===== config.mk =====
export PLATFORM = sky130hd
export DESIGN_NAME = sw_seq_feeder
export DESIGN_NICKNAME = d
export VERILOG_FILES = /design/src/rtl/sw_seq_feeder_pkg.sv /design/src/rtl/sw_seq_mem.sv /design/src/rtl/sw_seq_feeder.sv
export SDC_FILE = /design/constraint.sdc
export NUM_CORES = 1
export LEC_CHECK = 0
export CORE_MARGIN = 8
export CORE_UTILIZATION = 45
export CTS_CLUSTER_SIZE = 16
export DETAILED_ROUTE_END_ITERATION = 8
export HOLD_SLACK_MARGIN = 0.05
export PLACE_DENSITY = 0.65
export SLEW_MARGIN = 10
export SYNTH_ARGS = -nofsm -noshare
export SYNTH_HDL_FRONTEND = slang
export SYNTH_SLANG_ARGS = --single-unit

===== constraint.sdc =====
create_clock -name clk -period 4.2 [get_ports clk]
set_input_delay 1.05 -clock clk [delete_from_list [all_inputs] [get_ports clk]]
set_output_delay 1.05 -clock clk [all_outputs]
set_load 0.01 [all_outputs]

===== src/rtl/sw_seq_feeder_pkg.sv =====
// Shared constants and state encoding for the Smith-Waterman host feeder.
// The systolic core's top level uses the same symbol and score widths.
package sw_seq_feeder_pkg;

  localparam int SYM_W       = 2;
  localparam int SCORE_W     = 12;
  localparam int SEQ_LEN_DEF = 256;
  localparam int TIMEOUT_DEF = 1024;

  typedef enum logic [1:0] {
    ST_IDLE   = 2'b00,
    ST_STREAM = 2'b01,
    ST_WAIT   = 2'b10,
    ST_DONE   = 2'b11
  } state_t;

endpackage


===== src/rtl/sw_seq_mem.sv =====
// Query (S) and target (T) symbol stores: one write port each, shared
// combinational read index; the feeder registers the read data.
module sw_seq_mem
  import sw_seq_feeder_pkg::*;
#(
  parameter int SEQ_LEN = SEQ_LEN_DEF,
  parameter int ADDR_W  = 8
) (
  input  logic              clk,
  input  logic              wr_en,
  input  logic              wr_sel,
  input  logic [ADDR_W-1:0] wr_addr,
  input  logic [SYM_W-1:0]  wr_data,
  input  logic [ADDR_W-1:0] rd_addr,
  output logic [SYM_W-1:0]  rd_s,
  output logic [SYM_W-1:0]  rd_t
);

  logic [SYM_W-1:0] mem_s [SEQ_LEN];
  logic [SYM_W-1:0] mem_t [SEQ_LEN];

  // Contents are deliberately not reset; the host reloads as needed.
  always_ff @(posedge clk) begin
    if (wr_en && !wr_sel) mem_s[wr_addr] <= wr_data;
    if (wr_en && wr_sel)  mem_t[wr_addr] <= wr_data;
  end

  always_comb begin
    rd_s = '0;
    rd_t = '0;
    if (int'(rd_addr) < SEQ_LEN) begin
      rd_s = mem_s[rd_addr];
      rd_t = mem_t[rd_addr];
    end
  end

endmodule


===== src/rtl/sw_seq_feeder.sv =====
// Host-side source/collector for the Smith-Waterman core: streams S and T as
// one contiguous valid burst, then captures the core's max score or times out.
//
// state  | meaning
// IDLE   | host may write symbols; waits for start
// STREAM | valid burst, one S/T symbol pair per cycle
// WAIT   | waits for finish from the core, bounded by TIMEOUT cycles
// DONE   | one-cycle done pulse, busy drops on exit
module sw_seq_feeder
  import sw_seq_feeder_pkg::*;
#(
  parameter int SEQ_LEN = SEQ_LEN_DEF,
  parameter int ADDR_W  = 8,
  parameter int TIMEOUT = TIMEOUT_DEF
) (
  input  logic               clk,
  input  logic               reset,
  input  logic               wr_en,
  input  logic               wr_sel,
  input  logic [ADDR_W-1:0]  wr_addr,
  input  logic [SYM_W-1:0]   wr_data,
  input  logic               start,
  output logic               busy,
  output logic               done,
  output logic [SCORE_W-1:0] score,
  output logic               timeout,
  output logic               valid,
  output logic [SYM_W-1:0]   data_s,
  output logic [SYM_W-1:0]   data_t,
  input  logic               finish,
  input  logic [SCORE_W-1:0] max
);

  localparam int IDX_W  = ADDR_W + 1;
  localparam int WCNT_W = $clog2(TIMEOUT) + 1;
  localparam logic [IDX_W-1:0]  IDX_LEN   = IDX_W'(SEQ_LEN);
  localparam logic [IDX_W-1:0]  IDX_LAST  = IDX_W'(SEQ_LEN - 1);
  localparam logic [WCNT_W-1:0] WCNT_LAST = WCNT_W'(TIMEOUT - 1);

  state_t             state, state_nxt;
  logic [IDX_W-1:0]   idx, idx_nxt;
  logic [WCNT_W-1:0]  wcnt, wcnt_nxt;
  logic               busy_nxt, done_nxt, valid_nxt, timeout_nxt;
  logic [SYM_W-1:0]   data_s_nxt, data_t_nxt;
  logic [SCORE_W-1:0] score_nxt;
  logic [ADDR_W-1:0]  rd_addr;
  logic [SYM_W-1:0]   rd_s, rd_t;
  logic               mem_wr;

  // start wins over a same-cycle write, keeping the burst source stable.
  assign mem_wr = wr_en && !start && (state == ST_IDLE) && ({1'b0, wr_addr} < IDX_LEN);

  sw_seq_mem #(
    .SEQ_LEN (SEQ_LEN),
    .ADDR_W  (ADDR_W)
  ) u_mem (
    .clk     (clk),
    .wr_en   (mem_wr),
    .wr_sel  (wr_sel),
    .wr_addr (wr_addr),
    .wr_data (wr_data),
    .rd_addr (rd_addr),
    .rd_s    (rd_s),
    .rd_t    (rd_t)
  );

  always_ff @(posedge clk or negedge reset) begin
    if (!reset) begin
      state   <= ST_IDLE;
      idx     <= '0;
      wcnt    <= '0;
      busy    <= 1'b0;
      done    <= 1'b0;
      valid   <= 1'b0;
      data_s  <= '0;
      data_t  <= '0;
      score   <= '0;
      timeout <= 1'b0;
    end else begin
      state   <= state_nxt;
      idx     <= idx_nxt;
      wcnt    <= wcnt_nxt;
      busy    <= busy_nxt;
      done    <= done_nxt;
      valid   <= valid_nxt;
      data_s  <= data_s_nxt;
      data_t  <= data_t_nxt;
      score   <= score_nxt;
      timeout <= timeout_nxt;
    end
  end

  // idx tracks the symbol currently on the outputs; the read port looks one ahead.
  always_comb begin
    state_nxt   = state;
    idx_nxt     = idx;
    wcnt_nxt    = wcnt;
    busy_nxt    = busy;
    done_nxt    = 1'b0;
    valid_nxt   = 1'b0;
    data_s_nxt  = '0;
    data_t_nxt  = '0;
    score_nxt   = score;
    timeout_nxt = timeout;
    rd_addr     = idx[ADDR_W-1:0] + 1'b1;
    case (state)
      ST_IDLE: begin
        rd_addr = '0;
        if (start) begin
          state_nxt   = ST_STREAM;
          busy_nxt    = 1'b1;
          timeout_nxt = 1'b0;
          score_nxt   = '0;
          idx_nxt     = '0;
          valid_nxt   = 1'b1;
          data_s_nxt  = rd_s;
          data_t_nxt  = rd_t;
        end
      end
      ST_STREAM: begin
        if (idx == IDX_LAST) begin
          state_nxt = ST_WAIT;
          wcnt_nxt  = '0;
        end else begin
          idx_nxt    = idx + 1'b1;
          valid_nxt  = 1'b1;
          data_s_nxt = rd_s;
          data_t_nxt = rd_t;
        end
      end
      ST_WAIT: begin
        if (finish) begin
          state_nxt = ST_DONE;
          score_nxt = max;
          done_nxt  = 1'b1;
        end else if (wcnt == WCNT_LAST) begin
          state_nxt   = ST_DONE;
          timeout_nxt = 1'b1;
          done_nxt    = 1'b1;
        end else begin
          wcnt_nxt = wcnt + 1'b1;
        end
      end
      ST_DONE: begin
        state_nxt = ST_IDLE;
        busy_nxt  = 1'b0;
      end
      default: state_nxt = ST_IDLE;
    endcase
  end

endmodule


# Word level (Yosys, flattened, before mapping)
# Memories as Yosys holds them, arrays and structs flattened.
# Cells that the tools add are included.
word_totals:
  in_bits: 28
  output_inout_bits: 20
  memories: 2
  ramBits: 1024
  reg_bits: 42
  elab_cells: 83
classes:
  n_mux: 38
  n_addsub: 3
  eq_ne: 13
  n_reduce_logical: 17
mem_list:
  columns: ["memory", "depth", "width", "rd", "rd_ports_with_merged_regs", "write_ports", "line", "text"]
  rows:
  - ["u_mem.mem_s", 256, 2, 1, 0, 1, "sw_seq_mem.sv:19", "logic [SYM_W-1:0] mem_s [SEQ_LEN];"]
  - ["u_mem.mem_t", 256, 2, 1, 0, 1, "sw_seq_mem.sv:20", "logic [SYM_W-1:0] mem_t [SEQ_LEN];"]
ops:
  columns: ["cell", "n"]
  rows:
  - ["two-way mux 11 bit", 3]
  - ["two-way mux 12 bit", 2]
  - ["one-hot mux 12 bit (2 select lines)", 1]
  - ["one-hot mux 11 bit (2 select lines)", 1]
  - ["two-way mux 9 bit", 2]
  - ["one-hot mux 9 bit (2 select lines)", 1]
  - ["two-way mux 2 bit", 8]
  - ["!= test 2 bit (second input constant)", 7]
  - ["two-way mux 1 bit", 13]
  - ["adder 11 x 1 -> 11 bit (second input constant)", 1]
  - ["== test 11 x 10 -> 1 bit (second input constant)", 1]
  - ["adder 9 x 1 -> 9 bit (second input constant)", 1]
  - ["== test 9 x 8 -> 1 bit (second input constant)", 1]
  - ["AND reduction 3 bit", 3]
  - ["adder 8 x 1 -> 8 bit (second input constant)", 1]
  - ["two-way mux 8 bit", 1]
  - ["one-hot mux 2 bit (2 select lines)", 2]
  - ["one-hot mux 2 bit (4 select lines)", 1]
  - ["AND reduction 4 bit", 2]
  - ["nonzero test 2 bit", 4]
  - ["one-hot mux 1 bit (2 select lines)", 3]
  - ["== test 2 bit (second input constant)", 2]
  - ["logical AND 1 bit", 4]
  - ["!= test 3 bit (second input constant)", 1]
  - ["other kinds (4)", 5]

# Depth between registers and ports, before layout
depth:
  word_depth: 6
  ltp_mapped: 15
  depth_no_buf: 11

# Modules after synthesis
# A second synthesis with hierarchy kept.
unflattened:
  hier_cells: 2537
  area_unflattened_um2: 43772.0
modules_own_cells:
  columns: ["mod", "instances", "cells_each", "area_each_um2", "seq_area_each_um2"]
  rows:
  - ["sw_seq_mem", 1, 2332, 41690.0, 30749.5]
  - ["sw_seq_feeder", 1, 205, 2082.0, 1051.0]

# Least setup slack after synthesis
# Ideal clock, no wire load.
synth_timing:
  kind: "register to register"
  start: "register idx[1]"
  end: "register data_t[1]"
  setup_ns: 0.140
  synth_period_minus_slack_ns: 3.011
  arrival_time_ns: 2.871
  n_path_buf: 2
  stages_incl_launch_ff: 11
  path_slack_ns: 1.189
  required_ns: 4.060
  cell_sequence: "dfrtp_1 > ha_1 > buf_2 > xor2_1 > buf_6 > mux4_2 > mux4_2 > nor3b_1 > or4_1 > nor3_1 > a311oi_1"
synth_between:
  elab_chain_len: 5
  word_cells_on_any_way: 7
  classes_between: "add/sub: 1; eq/ne: 1; mux: 4; memory: 1"
synth_rtl:
  columns: ["element", "line", "text"]
  rows:
  - ["start: declaration", "sw_seq_feeder.sv:41", "logic [IDX_W-1:0] idx, idx_nxt;"]
  - ["start signal: assignment", "sw_seq_feeder.sv:81", "idx <= idx_nxt;"]
  - ["adder 8 x 1 -> 8 bit", "sw_seq_feeder.sv:105", "rd_addr = idx[ADDR_W-1:0] + 1'b1;"]
  - ["two-way mux 8 bit", "sw_seq_feeder.sv:106", "case (state)"]
  - ["memory read (256 x 2 bit)", null, null]
  - ["two-way mux 2 bit (on tied branches)", "sw_seq_feeder.sv:121, sw_seq_feeder.sv:109", null]
  - ["one-hot mux 2 bit (2 select lines) (*)", "sw_seq_feeder.sv:106", null]
  - ["net data_t_nxt[1]", "sw_seq_feeder.sv:44", "logic [SYM_W-1:0] data_s_nxt, data_t_nxt;"]
  - ["end signal: assignment", "sw_seq_feeder.sv:87", "data_t <= data_t_nxt;"]
  - ["end: declaration", "sw_seq_feeder.sv:29", "output logic [SYM_W-1:0] data_t,"]
# The timed path passes the listed nets; every way through them passes the cells marked *.
# A chain may end at the register's enable or synchronous reset.

# Worst setup path after layout
layout_timing:
  start: "register idx[0]"
  end: "register data_s[0]"
layout_between:
  elab_chain_len: 5
  word_cells_on_any_way: 7
  classes_between: "add/sub: 1; eq/ne: 1; mux: 4; memory: 1"
layout_rtl:
  columns: ["element", "line", "text"]
  rows:
  - ["adder 8 x 1 -> 8 bit", "sw_seq_feeder.sv:105", null]
  - ["two-way mux 8 bit", "sw_seq_feeder.sv:106", null]
  - ["memory read (256 x 2 bit)", null, null]
  - ["two-way mux 2 bit (on tied branches)", "sw_seq_feeder.sv:121, sw_seq_feeder.sv:109", null]
  - ["one-hot mux 2 bit (2 select lines) (*)", "sw_seq_feeder.sv:106", null]
  - ["net data_s_nxt[0]", "sw_seq_feeder.sv:44", null]
  - ["end signal: assignment", "sw_seq_feeder.sv:86", "data_s <= data_s_nxt;"]
  - ["end: declaration", "sw_seq_feeder.sv:28", "output logic [SYM_W-1:0] data_s,"]
# Marks and branches as above.

==> impl_metrics.ini <==
[status]
status = completed

[timing]
setup_tns_ps = 0
finClkSkew_ps = 26.4
whs_ps = 464
maxSlewViolCount = 0
rsz0062_at_grt = no
finalSetupViolations = 0
fin_crit_sh = 0.971
tightest_slew_ps = 940
hold_viol_final = 0
relSlewSlack = 0.357
period_minus_slack_ps = 4080
fmax_mhz = 245

[cts]
cts_buffers = 101
cts.path.max_buffers = 3
clkSinkCount = 1066
ctsHoldBuffers = 0
cts_resized = 0
insertion_delay_ps = 670
clockRootBuffer = clkbuf_16
postCtsSetupBuffers = 0
cts_tree = built
clkSlewWorstSetupHoldPaths_ps = 70
htreeDepth = 3

[die]
ios = 48
dieArea_mm2 = 0.110
start_util = 0.451
num_rows = 116
fp.dieH_um = 332
core_mm2 = 0.0994
die_w_um = 332

[routing]
totalWireLength_um = 132000
ant_nets = 0
drc = 0
dr.pass1.iters = 7
wire_per_inst_um = 28.0
vias = 29300
via_per_inst = 6.23
drtIter0Drc = 4137

[placement]
dp_hpwl_um = 78200
dpl-instance-area_mm2 = 0.0476
dpl.cell_count = 4513
gp_congestion = 0.863
io_buffers = 47

[worst_hold_path]
hold_class = in2async

[global_routing]
track_usage = 0.231
antenna_found_initial = 3
grt_max_degree = 109
grt_pass1_wl_um = 191000
first_global_vias = 28500
grt_overflow = 0

[critical_path]
path_class = reg2reg
worstPathCellList = ha_1 > xnor2_4 > nor2_4 > buf_12 > buf_4 > mux4_2 > a221oi_1 > nand3_1 > a311oi_1 > a211oi_1
cpMaxStageDelayCell = dfrtp_4
cp.arrival_ps = 4610
slowest_delay_ps = 550
crit_fanout = 34
worst_setup_path_end_kind = flop
critPathLaunchType = flop
worstPathRequired_ps = 4740

[synth]
synth_area_leaders = edfxtp_1 69%, mux4_2 5.1%, nor2_1 4.7%
synthesis.area_mm2 = 0.0449
synth_warnings = 0
ys_ff_latch = 1066
ys_seq_area_frac = 0.709
postSynthAreaPerCell_um2 = 13.8
synth_top_area_cell = edfxtp_1
async_flop_share = 0.0394
syn_nets = 3274
yosysUniqueCellTypes = 70
synth-edff-count = 1024
ys.flop_type = edfxtp_1
postSynthCellCount = 3239
synth_top_area_share = 0.686

[run]
drv_cap = 0

[cells_and_area]
drive_gt1_frac = 0.134
fin_area_mm2 = 0.0508
final_cells = 4698
fin_nets = 3353
syn_to_final_growth_pct = 13.3
nFillCells = 8206
antenna_cells = 0

[power]
powerDensity_mw_per_mm2 = 575
peakVddDrop_mv = 0.441
p_leak_nw = 15.9
worst max-delay path: cells and delay by family (launching register included):
kind,cells,cell delay (ps)
flops,1,550
mux,1,540
compound gates,3,910
simple gates,2,610
xor+xnor,1,240
buf+inv,2,590
fa+ha+maj,1,400
cell usage in the layout, fill, tap and decap left out, drive strengths merged, types with 9 or more instances in the layout:
cell and n:
clkinv 41, nand2b 12, mux2i 106, a31oi 35, a21oi 66, mux4 102
clkbuf 131, a22o 13, nand3 122, dfrtp 42, and2 9, a221oi 9
o21ai 47, nand2 411, nor2 563, buf 183, o22ai 28, inv 13
mux2 11, a2111oi 20, nor3 30, nor4 27, clkdlybuf4s50 44, and3 24
nor2b 48, a311oi 48, a211oi 43, or3 18, nand4 19, edfxtp 1024
where the power goes:
part / leakage (nW) / switching (mW) / internal (mW)
sequential: 9.76 / 0.0863 / 11.7
combinational: 4.60 / 5.52 / 3.00
clock: 1.56 / 3.91 / 4.96
state kept, by name, indices dropped and copies added (netlist names), 2 cells and up:
| name | count |
|---|---|
| wcnt | 11 |
| state | 2 |
| idx | 9 |
| data_t | 2 |
| score | 12 |
| u_mem.mem_s | 512 |
| data_s | 2 |
| u_mem.mem_t | 512 |
synth_stat cells (9+ instances only):
cell type     n
clkbuf_1    143
o22ai_1      28
buf_1        13
or3_1        18
edfxtp_1   1024
nor2b_1      48
nand4_1      19
buf_2        63
mux2i_1     106
o21ai_0      47
nand2_1     411
mux4_2      101
a22o_1       13
a21oi_1      65
a221oi_1      9
dfrtp_1      42
mux2_2       10
nor3_1       30
nand3_1     122
and3_1       24
a2111oi_0    20
nand2b_1     12
a311oi_1     48
nor4_1       27
a211oi_1     43
nor2_1      563
buf_4        27
a31oi_1      35
cell families after synthesis:
group / count (synthesis) / share of synthesized area
DFF: 1066 / 0.709
muxes: 219 / 0.0778
xor gates and xnor gates: 11 / 0.00248
adders and majority gates: 7 / 0.00195
and+or+nand+nor: 1303 / 0.124
AOI/OAI and AO/OA: 374 / 0.0585
buffers and inverters: 259 / 0.0265
layout make-up:
cell class                 instances  area [um^2]  area share
inverter                           8         30.0    0.000591
multi-input combinational       1914        12000       0.236
tap                             1298         1620      0.0320
clock inverter                    54          424     0.00835
sequential                      1066        31800       0.626
clock buffer                     131         2740      0.0540
timing repair buffer             227         2180      0.0429
path summary, 6_finish.rpt:
kind / startpoint / end / slack [ps] / cells past startpoint
setup reg to reg: idx[0] / data_s[0] / 120 / 10
hold / removal: reset / data_t[1] / 460 / 1
max in group asynchronous: reset / score[11] / 2990 / 2
setup / recovery: idx[0] / data_s[0] / 120 / 10
min in group clk: idx[8] / idx[8] / 490 / 2
hold reg to reg: idx[8] / idx[8] / 490 / 2
through the flow:
step                power (mW)  worst slack (ps)  utilization
finish                    29.2               122        0.511
global route              30.1              5.70        0.511
CTS                       29.1               158        0.511
detailed placement        20.4               178        0.479
global placement          20.4               200        0.479
floorplan                 17.0              1190            -
layer usage:
layer,vias to the layer above,track usage,part of all wire
met5,-,0,0
met4,0,0.0938,0.040
met3,311,0.0496,0.11
met2,1821,0.358,0.46
met1,14800,0.319,0.39
li1,12400,-,-
(Power assumes the default switching activity.)
